### src/rtl/sgmii_link_pkg.sv
// Shared types and constants for the SGMII link monitor.
// Status-vector bit positions, FSM state encoding and speed codes.
package sgmii_link_pkg;

  typedef enum logic [1:0] {
    DOWN,
    DEBOUNCE,
    UP,
    RESTART
  } link_state_t;

  localparam int LINK       = 0;
  localparam int SYNC       = 1;
  localparam int DISPERR    = 5;
  localparam int NOTINTABLE = 6;
  localparam int PHY_LINK   = 7;
  localparam int SPEED_LO   = 10;
  localparam int SPEED_HI   = 11;
  localparam int DUPLEX     = 12;

  localparam logic [1:0] SPEED_10  = 2'b00;
  localparam logic [1:0] SPEED_100 = 2'b01;
  localparam logic [1:0] SPEED_1G  = 2'b10;

  // The reserved code 2'b11 is treated as 1G.
  function automatic logic [1:0] map_speed(input logic [1:0] s);
    return (s == 2'b11) ? SPEED_1G : s;
  endfunction

endpackage

### src/rtl/sgmii_link_monitor_sat_counter.sv
// Saturating up-counter with clear priority over increment.
// Ports: clock, reset_n (sync, active-low), clear, inc -> count.
module sat_counter #(
  parameter int WIDTH = 16
) (
  input  logic             clock,
  input  logic             reset_n,
  input  logic             clear,
  input  logic             inc,
  output logic [WIDTH-1:0] count
);

  logic [WIDTH-1:0] count_q;
  logic [WIDTH-1:0] count_d;

  always_comb begin
    count_d = count_q;
    if (clear) begin
      count_d = '0;
    end else if (inc && (count_q != '1)) begin
      count_d = count_q + 1'b1;
    end
  end

  always_ff @(posedge clock) begin
    if (!reset_n) begin
      count_q <= '0;
    end else begin
      count_q <= count_d;
    end
  end

  assign count = count_q;

endmodule

### src/rtl/sgmii_link_monitor.sv
// Debounces SGMII link state, latches speed/duplex, restarts autoneg,
// counts code errors and raises a sticky link-event interrupt.
// Ports: clock, reset_n, status_vector, an_interrupt, irq_ack, err_clear
//   -> link_up, speed, full_duplex, speed_is_10_100, speed_is_100,
//      an_restart_config, irq, err_count.
module sgmii_link_monitor
  import sgmii_link_pkg::*;
#(
  parameter int DEBOUNCE_CYCLES      = 125000,
  parameter int AN_TIMEOUT_CYCLES    = 250000000,
  parameter int RESTART_PULSE_CYCLES = 16,
  parameter int ERR_CNT_WIDTH        = 16
) (
  input  logic                     clock,
  input  logic                     reset_n,
  input  logic [15:0]              status_vector,
  input  logic                     an_interrupt,
  input  logic                     irq_ack,
  input  logic                     err_clear,
  output logic                     link_up,
  output logic [1:0]               speed,
  output logic                     full_duplex,
  output logic                     speed_is_10_100,
  output logic                     speed_is_100,
  output logic                     an_restart_config,
  output logic                     irq,
  output logic [ERR_CNT_WIDTH-1:0] err_count
);

  localparam int DB_W =
    (DEBOUNCE_CYCLES > 1) ? $clog2(DEBOUNCE_CYCLES) : 1;
  localparam int TO_W =
    (AN_TIMEOUT_CYCLES > 1) ? $clog2(AN_TIMEOUT_CYCLES) : 1;
  localparam int RS_W =
    (RESTART_PULSE_CYCLES > 1) ? $clog2(RESTART_PULSE_CYCLES) : 1;

  localparam logic [DB_W-1:0] DB_LAST = DB_W'(DEBOUNCE_CYCLES - 1);
  localparam logic [TO_W-1:0] TO_LAST = TO_W'(AN_TIMEOUT_CYCLES - 1);
  localparam logic [RS_W-1:0] RS_LAST = RS_W'(RESTART_PULSE_CYCLES - 1);

  logic [15:0]     sv_q;
  logic            ani_q;
  logic            ani_prev_q;
  link_state_t     state_q, state_d;
  logic [DB_W-1:0] db_cnt_q, db_cnt_d;
  logic [TO_W-1:0] to_cnt_q, to_cnt_d;
  logic [RS_W-1:0] rs_cnt_q, rs_cnt_d;
  logic [1:0]      speed_q, speed_d;
  logic            fdx_q, fdx_d;
  logic            irq_q, irq_d;
  logic            an_restart_q, an_restart_d;
  logic            irq_set;

  logic            link_ok;
  logic [1:0]      sv_speed;
  logic            sv_fdx;
  logic            code_err;
  logic            unused_sv;

  assign link_ok  = sv_q[LINK] & sv_q[SYNC] & sv_q[PHY_LINK];
  assign sv_speed = map_speed(sv_q[SPEED_HI:SPEED_LO]);
  assign sv_fdx   = sv_q[DUPLEX];
  assign code_err = sv_q[DISPERR] | sv_q[NOTINTABLE];
  assign unused_sv =
    ^{sv_q[15:13], sv_q[9:8], sv_q[4:2]};

  always_comb begin
    state_d  = state_q;
    db_cnt_d = db_cnt_q;
    to_cnt_d = to_cnt_q;
    rs_cnt_d = rs_cnt_q;
    speed_d  = speed_q;
    fdx_d    = fdx_q;
    irq_set  = ani_q & ~ani_prev_q;
    unique case (state_q)
      DOWN: begin
        if (link_ok) begin
          state_d  = DEBOUNCE;
          db_cnt_d = '0;
        end else if (to_cnt_q == TO_LAST) begin
          state_d  = RESTART;
          rs_cnt_d = '0;
        end else begin
          to_cnt_d = to_cnt_q + 1'b1;
        end
      end
      DEBOUNCE: begin
        if (!link_ok) begin
          state_d  = DOWN;
          to_cnt_d = '0;
        end else if (db_cnt_q == DB_LAST) begin
          state_d = UP;
          speed_d = sv_speed;
          fdx_d   = sv_fdx;
          irq_set = 1'b1;
        end else begin
          db_cnt_d = db_cnt_q + 1'b1;
        end
      end
      UP: begin
        if (!link_ok) begin
          state_d  = DOWN;
          to_cnt_d = '0;
          irq_set  = 1'b1;
        end else if ((sv_speed != speed_q) || (sv_fdx != fdx_q)) begin
          speed_d = sv_speed;
          fdx_d   = sv_fdx;
          irq_set = 1'b1;
        end
      end
      RESTART: begin
        if (rs_cnt_q == RS_LAST) begin
          state_d  = DOWN;
          to_cnt_d = '0;
        end else begin
          rs_cnt_d = rs_cnt_q + 1'b1;
        end
      end
      default: begin
        state_d = DOWN;
      end
    endcase
    irq_d        = irq_set ? 1'b1 : (irq_ack ? 1'b0 : irq_q);
    // Registered pulse: trails the RESTART state by one cycle.
    an_restart_d = (state_q == RESTART);
  end

  always_ff @(posedge clock) begin
    if (!reset_n) begin
      sv_q         <= '0;
      ani_q        <= 1'b0;
      ani_prev_q   <= 1'b0;
      state_q      <= DOWN;
      db_cnt_q     <= '0;
      to_cnt_q     <= '0;
      rs_cnt_q     <= '0;
      speed_q      <= SPEED_1G;
      fdx_q        <= 1'b1;
      irq_q        <= 1'b0;
      an_restart_q <= 1'b0;
    end else begin
      sv_q         <= status_vector;
      ani_q        <= an_interrupt;
      ani_prev_q   <= ani_q;
      state_q      <= state_d;
      db_cnt_q     <= db_cnt_d;
      to_cnt_q     <= to_cnt_d;
      rs_cnt_q     <= rs_cnt_d;
      speed_q      <= speed_d;
      fdx_q        <= fdx_d;
      irq_q        <= irq_d;
      an_restart_q <= an_restart_d;
    end
  end

  sat_counter #(
    .WIDTH(ERR_CNT_WIDTH)
  ) u_err_cnt (
    .clock  (clock),
    .reset_n(reset_n),
    .clear  (err_clear),
    .inc    (code_err),
    .count  (err_count)
  );

  assign link_up           = (state_q == UP);
  assign speed             = speed_q;
  assign full_duplex       = fdx_q;
  assign speed_is_10_100   = (speed_q != SPEED_1G);
  assign speed_is_100      = (speed_q == SPEED_100);
  assign an_restart_config = an_restart_q;
  assign irq               = irq_q;

endmodule
### config.mk
export PLATFORM = sky130hd
export DESIGN_NAME = sgmii_link_monitor
export DESIGN_NICKNAME = d
export VERILOG_FILES = /design/src/rtl/sgmii_link_pkg.sv /design/src/rtl/sgmii_link_monitor_sat_counter.sv /design/src/rtl/sgmii_link_monitor.sv
export SDC_FILE = /design/constraint.sdc
export NUM_CORES = 1
export LEC_CHECK = 0
export CORE_MARGIN = 8
export CORE_UTILIZATION = 53
export CTS_BUF_LIST = sky130_fd_sc_hd__clkbuf_4 sky130_fd_sc_hd__clkbuf_8
export DETAILED_ROUTE_END_ITERATION = 8
export PLACE_DENSITY = 0.85
export SLEW_MARGIN = 15
export SYNTH_ARGS = -nofsm -noshare
export SYNTH_HDL_FRONTEND = slang
export SYNTH_SLANG_ARGS = --single-unit
### constraint.sdc
create_clock -name clock -period 2.1 [get_ports clock]
set_input_delay 0.21 -clock clock [delete_from_list [all_inputs] [get_ports clock]]
set_output_delay 0.21 -clock clock [all_outputs]
set_load 0.01 [all_outputs]
# Word level (Yosys, flattened, before mapping)
# Cells that the tools add are included.
[totals]
register_bits = 87
latchBits = 0
ram_bits = 0
romBits = 0
inputBits = 21
output_inout_bits = 24
elab_cells = 101
n_memories = 0
[op_classes]
n_addsub = 4
mul = 0
div = 0
n_lt_le_gt_ge = 0
n_eq_ne = 27
n_shift = 0
mux = 38
n_bitwise = 6
n_reduce_logical = 14
[ops]
columns = ["cell", "count"]
rows = [
  ["28-bit 2-to-1 mux", 4],
  ["28-bit one-hot mux with 3 select lines", 1],
  ["17-bit 2-to-1 mux", 3],
  ["17-bit one-hot mux with 2 select lines", 1],
  ["28-bit by 1-bit adder with 28-bit output, second input constant", 1],
  ["28-bit == test, second input constant", 1],
  ["2-bit 2-to-1 mux", 11],
  ["2-bit inequality test, second input constant", 11],
  ["17-bit by 1-bit adder with 17-bit output, second input constant", 1],
  ["17-bit == test, second input constant", 1],
  ["16-bit by 1-bit adder with 16-bit output, second input constant", 1],
  ["16-bit inequality test, second input constant", 1],
  ["4-bit AND reduction", 4],
  ["4-bit 2-to-1 mux", 3],
  ["1-bit 2-to-1 mux", 10],
  ["2-bit one-hot mux with 4 select lines", 1],
  ["4-bit one-hot mux with 2 select lines", 1],
  ["2-bit nonzero test", 4],
  ["2-bit == test, second input constant", 3],
  ["2-bit by 1-bit inequality test with 1-bit output, second input constant", 3],
  ["3-bit inequality test, second input constant", 2],
  ["5-bit AND reduction", 1],
  ["4-bit by 1-bit adder with 4-bit output, second input constant", 1],
  ["2-bit by 1-bit == test with 1-bit output, second input constant", 2],
  ["other kinds (12)", 17],
]

# Longest topological paths before layout
[logic_depth]
word_depth = 8
depth_mapped = 9
depth_no_buf = 7

# Cells and area by module
# From an unflattened synthesis, not the netlist that was laid out.
[hier_totals]
hier_cells = 484
hier_area_um2 = 4284.1
[modules_own_cells]
columns = ["mod", "n_inst", "cells_each", "area_each_um2", "seq_area_each_um2"]
rows = [
  ["sgmii_link_monitor", 1, 393, 3419.5, 1321.3],
  ["sat_counter", 1, 91, 864.6, 320.3],
]

# Least setup slack after synthesis
# Ideal clock, no wire load.
[synth_path]
kind = "reg2reg"
start = "register db_cnt_q[3]"
end = "register fdx_q (netlist: full_duplex)"
setup_ns = 0.125
t_arrival_ns = 2.145
required_time_ns = 1.975
setup_slack_ns = -0.170
stages_incl_launch_ff = 6
path_buffers = 0
period_less_slack_ns = 2.270
path_cell_list = "dfxtp_1 or4_4 or4_4 a2111oi_4 mux2i_1 nand2_1"
[synth_between]
elab_chain_cells = 3
[synth_rtl]
columns = ["element", "line", "text"]
rows = [
  ["start, declared", "sgmii_link_monitor.sv:45", "logic [DB_W-1:0] db_cnt_q, db_cnt_d;"],
  ["start signal, assigned", "sgmii_link_monitor.sv:146", "db_cnt_q <= db_cnt_d;"],
  ["17-bit == test", "sgmii_link_monitor.sv:91", "end else if (db_cnt_q == DB_LAST) begin"],
  ["2-bit inequality test (no line)", "-", ""],
  ["5-bit AND reduction (no line)", "-", ""],
  ["end signal, assigned", "sgmii_link_monitor.sv:138", "fdx_q <= 1'b1;"],
  ["end signal, assigned", "sgmii_link_monitor.sv:150", "fdx_q <= fdx_d;"],
  ["end, declared", "sgmii_link_monitor.sv:49", "logic fdx_q, fdx_d;"],
]
# Every way passes these cells.
# A chain may end at the register's enable or synchronous reset.

# Final worst setup path
[layout_path]
start = "register db_cnt_q[4]"
end = "register fdx_q (netlist: full_duplex)"
# The elaborated chain is that of the path after synthesis.

==> impl_metrics.json <==
{
  "run_status": "finished with violations",
  "violations": "negative setup slack",
  "core_area_um2": 7730,
  "syn_area_per_cell_um2": 8.43,
  "drt-met1-wl_um": 4840,
  "ys_warn_count": 0,
  "dr.first_iter.drc_count": 300,
  "antenna_found_initial": 0,
  "synth_top_area_cell": "dfxtp_1",
  "synth_top_family_by_area": "simple AND/OR/NAND/NOR gates",
  "synth_seq_area_share_pct": 38.9,
  "async_flop_share_pct": 0,
  "yosys-mux-area-fraction_pct": 1.66,
  "rsz0062_at_grt": "true",
  "cp-start-kind": "flip-flop",
  "p_leak_nw": 1.76,
  "ctsHoldBuffers": 0,
  "viasPerCell": 6.24,
  "highest_layer": "met4",
  "total_power_mw": 3.09,
  "maxClockFrequency_mhz": 442,
  "hpwl_um": 7670,
  "start_util_pct": 54.5,
  "ir_worst_vdd_mv": 0.421,
  "routedWlPerCell_um": 17.1,
  "drcViolationCount": 0,
  "fin_cells": 686,
  "portBuffers": 36,
  "track_usage_pct": 18.8,
  "synth_compound_area_share_pct": 18.1,
  "grt_pass1_wl_um": 17800,
  "grt_pass1_vias": 3944,
  "min_period_ps": 2260,
  "tightest_slew_ps": 500,
  "worstPathRequired_ps": 2360,
  "place_inst": 660,
  "critical_path.max_stage_delay_ps": 540,
  "htree_levels": 3,
  "cp_max_fo": 4,
  "place.gp.congestion": 0.925,
  "setup_slack_ps": -165,
  "end_kind": "flip-flop",
  "vias": 4282,
  "final.period_utilization_pct": 108,
  "clk_pin_slew_ps": 100,
  "areaGrowthSynthToFinish_pct": 27.9,
  "std_cell_rows": 32,
  "crit_slowest_cell": "or4b_4",
  "setup_violations": 4,
  "fillers": 561,
  "postRouteAntennaNets": 0,
  "syn-cell-area_um2": 4220,
  "clockRootBuffer": "clkbuf_8",
  "yosys.area_share.simple_pct": 29.7,
  "met3_length_um": 672,
  "synth_fa_ha_area_share_pct": 2.37,
  "syn_inst": 500,
  "numCtsBuffers": 9,
  "synth_ff_type": "dfxtp_1",
  "hold_path.class": "in2reg",
  "drt_wl_total_um": 11700,
  "wl_met2_um": 5910,
  "drive_above_1_share_pct": 18.3,
  "slew_violations": 0,
  "final-hold-violation-count": 0,
  "grt_max_degree": 23,
  "diodes": 0,
  "pwr_density_cell_nw_per_um2": 573,
  "path_cells": "or4b_4, or4_4, a2111oi_4, buf_4, mux2i_1, nand2_1",
  "drt_pass1_iterations": 5,
  "path_class": "reg2reg",
  "slew_headroom_pct": 66.5,
  "clockBufferDepth": 2,
  "regArea_um2": 1650,
  "ioPinCount": 45,
  "fin_nets": 608,
  "synthesis.nets": 529,
  "synth-xor-area-share_pct": 5.40,
  "synth_edf_count": 0,
  "cp.arrival_ps": 2520,
  "die_w_um": 105,
  "synth.distinct_cells": 56,
  "grt.overflow.total": 0,
  "skew_ps": 16.8,
  "die_y_um": 105,
  "synth_top_area_share_pct": 38.9,
  "synthTopCellsByArea": "dfxtp_1 39%, xnor2_1 5.2%, a21oi_1 4.6%, nand3_1 3.7%, nand4_1 3.1%",
  "clkLatencyLatePin_ps": 370,
  "cap_violations": 0,
  "tritoncts": "done",
  "clock-sinks": 82,
  "multi_input_area_um2": 2530,
  "synth_seq_cells": 82,
  "dieArea_um2": 11100
}
[layout by cell type, fill, tap and decap left out, drive strengths merged, types with 10 or more instances in the layout]
cell type and instances:
or4 15, or3 18, buf 54, nor3 10, nand2 34, o21ai 22, nand4 21, nand3 31
dfxtp 82, clkbuf 10, inv 20, xnor2 25, clkdlybuf4s50 36, a21oi 39, nor2 34, and2 17
[flip-flops by register name, indices dropped and copies added (netlist names)]
register           cells
an_restart_config      1
ani_prev_q             1
ani_q                  1
db_cnt_q              17
full_duplex            1
irq                    1
rs_cnt_q               4
speed                  2
state_q                2
sv_q                   8
to_cnt_q              28
u_err_cnt.count       16
[critical path, delay by kind of cell (launching register included)]
family          cells  cell delay, ps
compound gates      1             300
buf+inv             1             190
flops               1             340
mux                 1             180
simple gates        3            1160
[synth_stat cells (all sizes together), types with 10 or more instances]
cell type  count
dfxtp         82
a21oi         39
nand2         34
nor2          34
nand3         31
xnor2         25
o21ai         22
nand4         21
clkbuf        20
or3           18
and2          17
inv           17
or4           15
nor3          10
[path summary, 6_finish.rpt]
check | endpoint | cells after the start | from | slack (ps)
worst min-delay path | sv_q[12] | 2 | status_vector[12] | 440
worst max-delay path | full_duplex | 6 | db_cnt_q[4] | -160
worst min register to register | ani_prev_q | 1 | ani_q | 460
worst max register to register | full_duplex | 6 | db_cnt_q[4] | -160
[repair_timing]
action                     CTS  global route
setup endpoints to repair   21            37
buffers inserted             3             7
resized for setup            9            31
gates cloned                 0             1
pin swaps                    2             6
[per-stage QoR]
| step | utilization (%) | area (µm²) | hold WS, ps | TNS, ps | worst slack (ps) |
|---|---|---|---|---|---|
| 6_report | 69.8 | 5390 | 436 | -379 | -165 |
| 5_1_grt | 69.8 | 5390 | 427 | -903 | -239 |
| 4_1_cts | 67.5 | 5220 | 415 | -220 | -115 |
| 3_5_place_dp | 64.2 | 4960 | 456 | -565 | -171 |
| 3_3_place_gp | 64.2 | 4960 | 444 | -224 | -107 |
| 2_1_floorplan | - | 4230 | 337 | -162 | -81.1 |
[logic make-up after synthesis]
group | after synthesis
flops | 82
fa+ha+maj | 8
mux | 7
buf+inv | 40
simple gates | 220
compound gates | 117
xor+xnor | 26
[area by class of cell]
type | instances | area share (%)
multi-input combinational | 378 | 46.9
tap | 102 | 2.37
sequential | 82 | 30.6
inverter | 17 | 1.18
clock inverter | 7 | 1.55
clock buffer | 9 | 2.30
timing repair buffer | 91 | 15.2
[power by group]
part,switching (mW),internal (mW),total (mW)
clock network,0.618,0.570,1.19
logic,0.159,0.139,0.298
registers,0.0245,1.58,1.61
[metal layers]
layer	vias to the layer above	global-route usage [%]
li1	2023	-
met1	2063	21.9
met2	157	32.6
met3	39	4.30
met4	0	7.34
met5	-	0
Note: power is estimated with default switching activity, not from simulation.
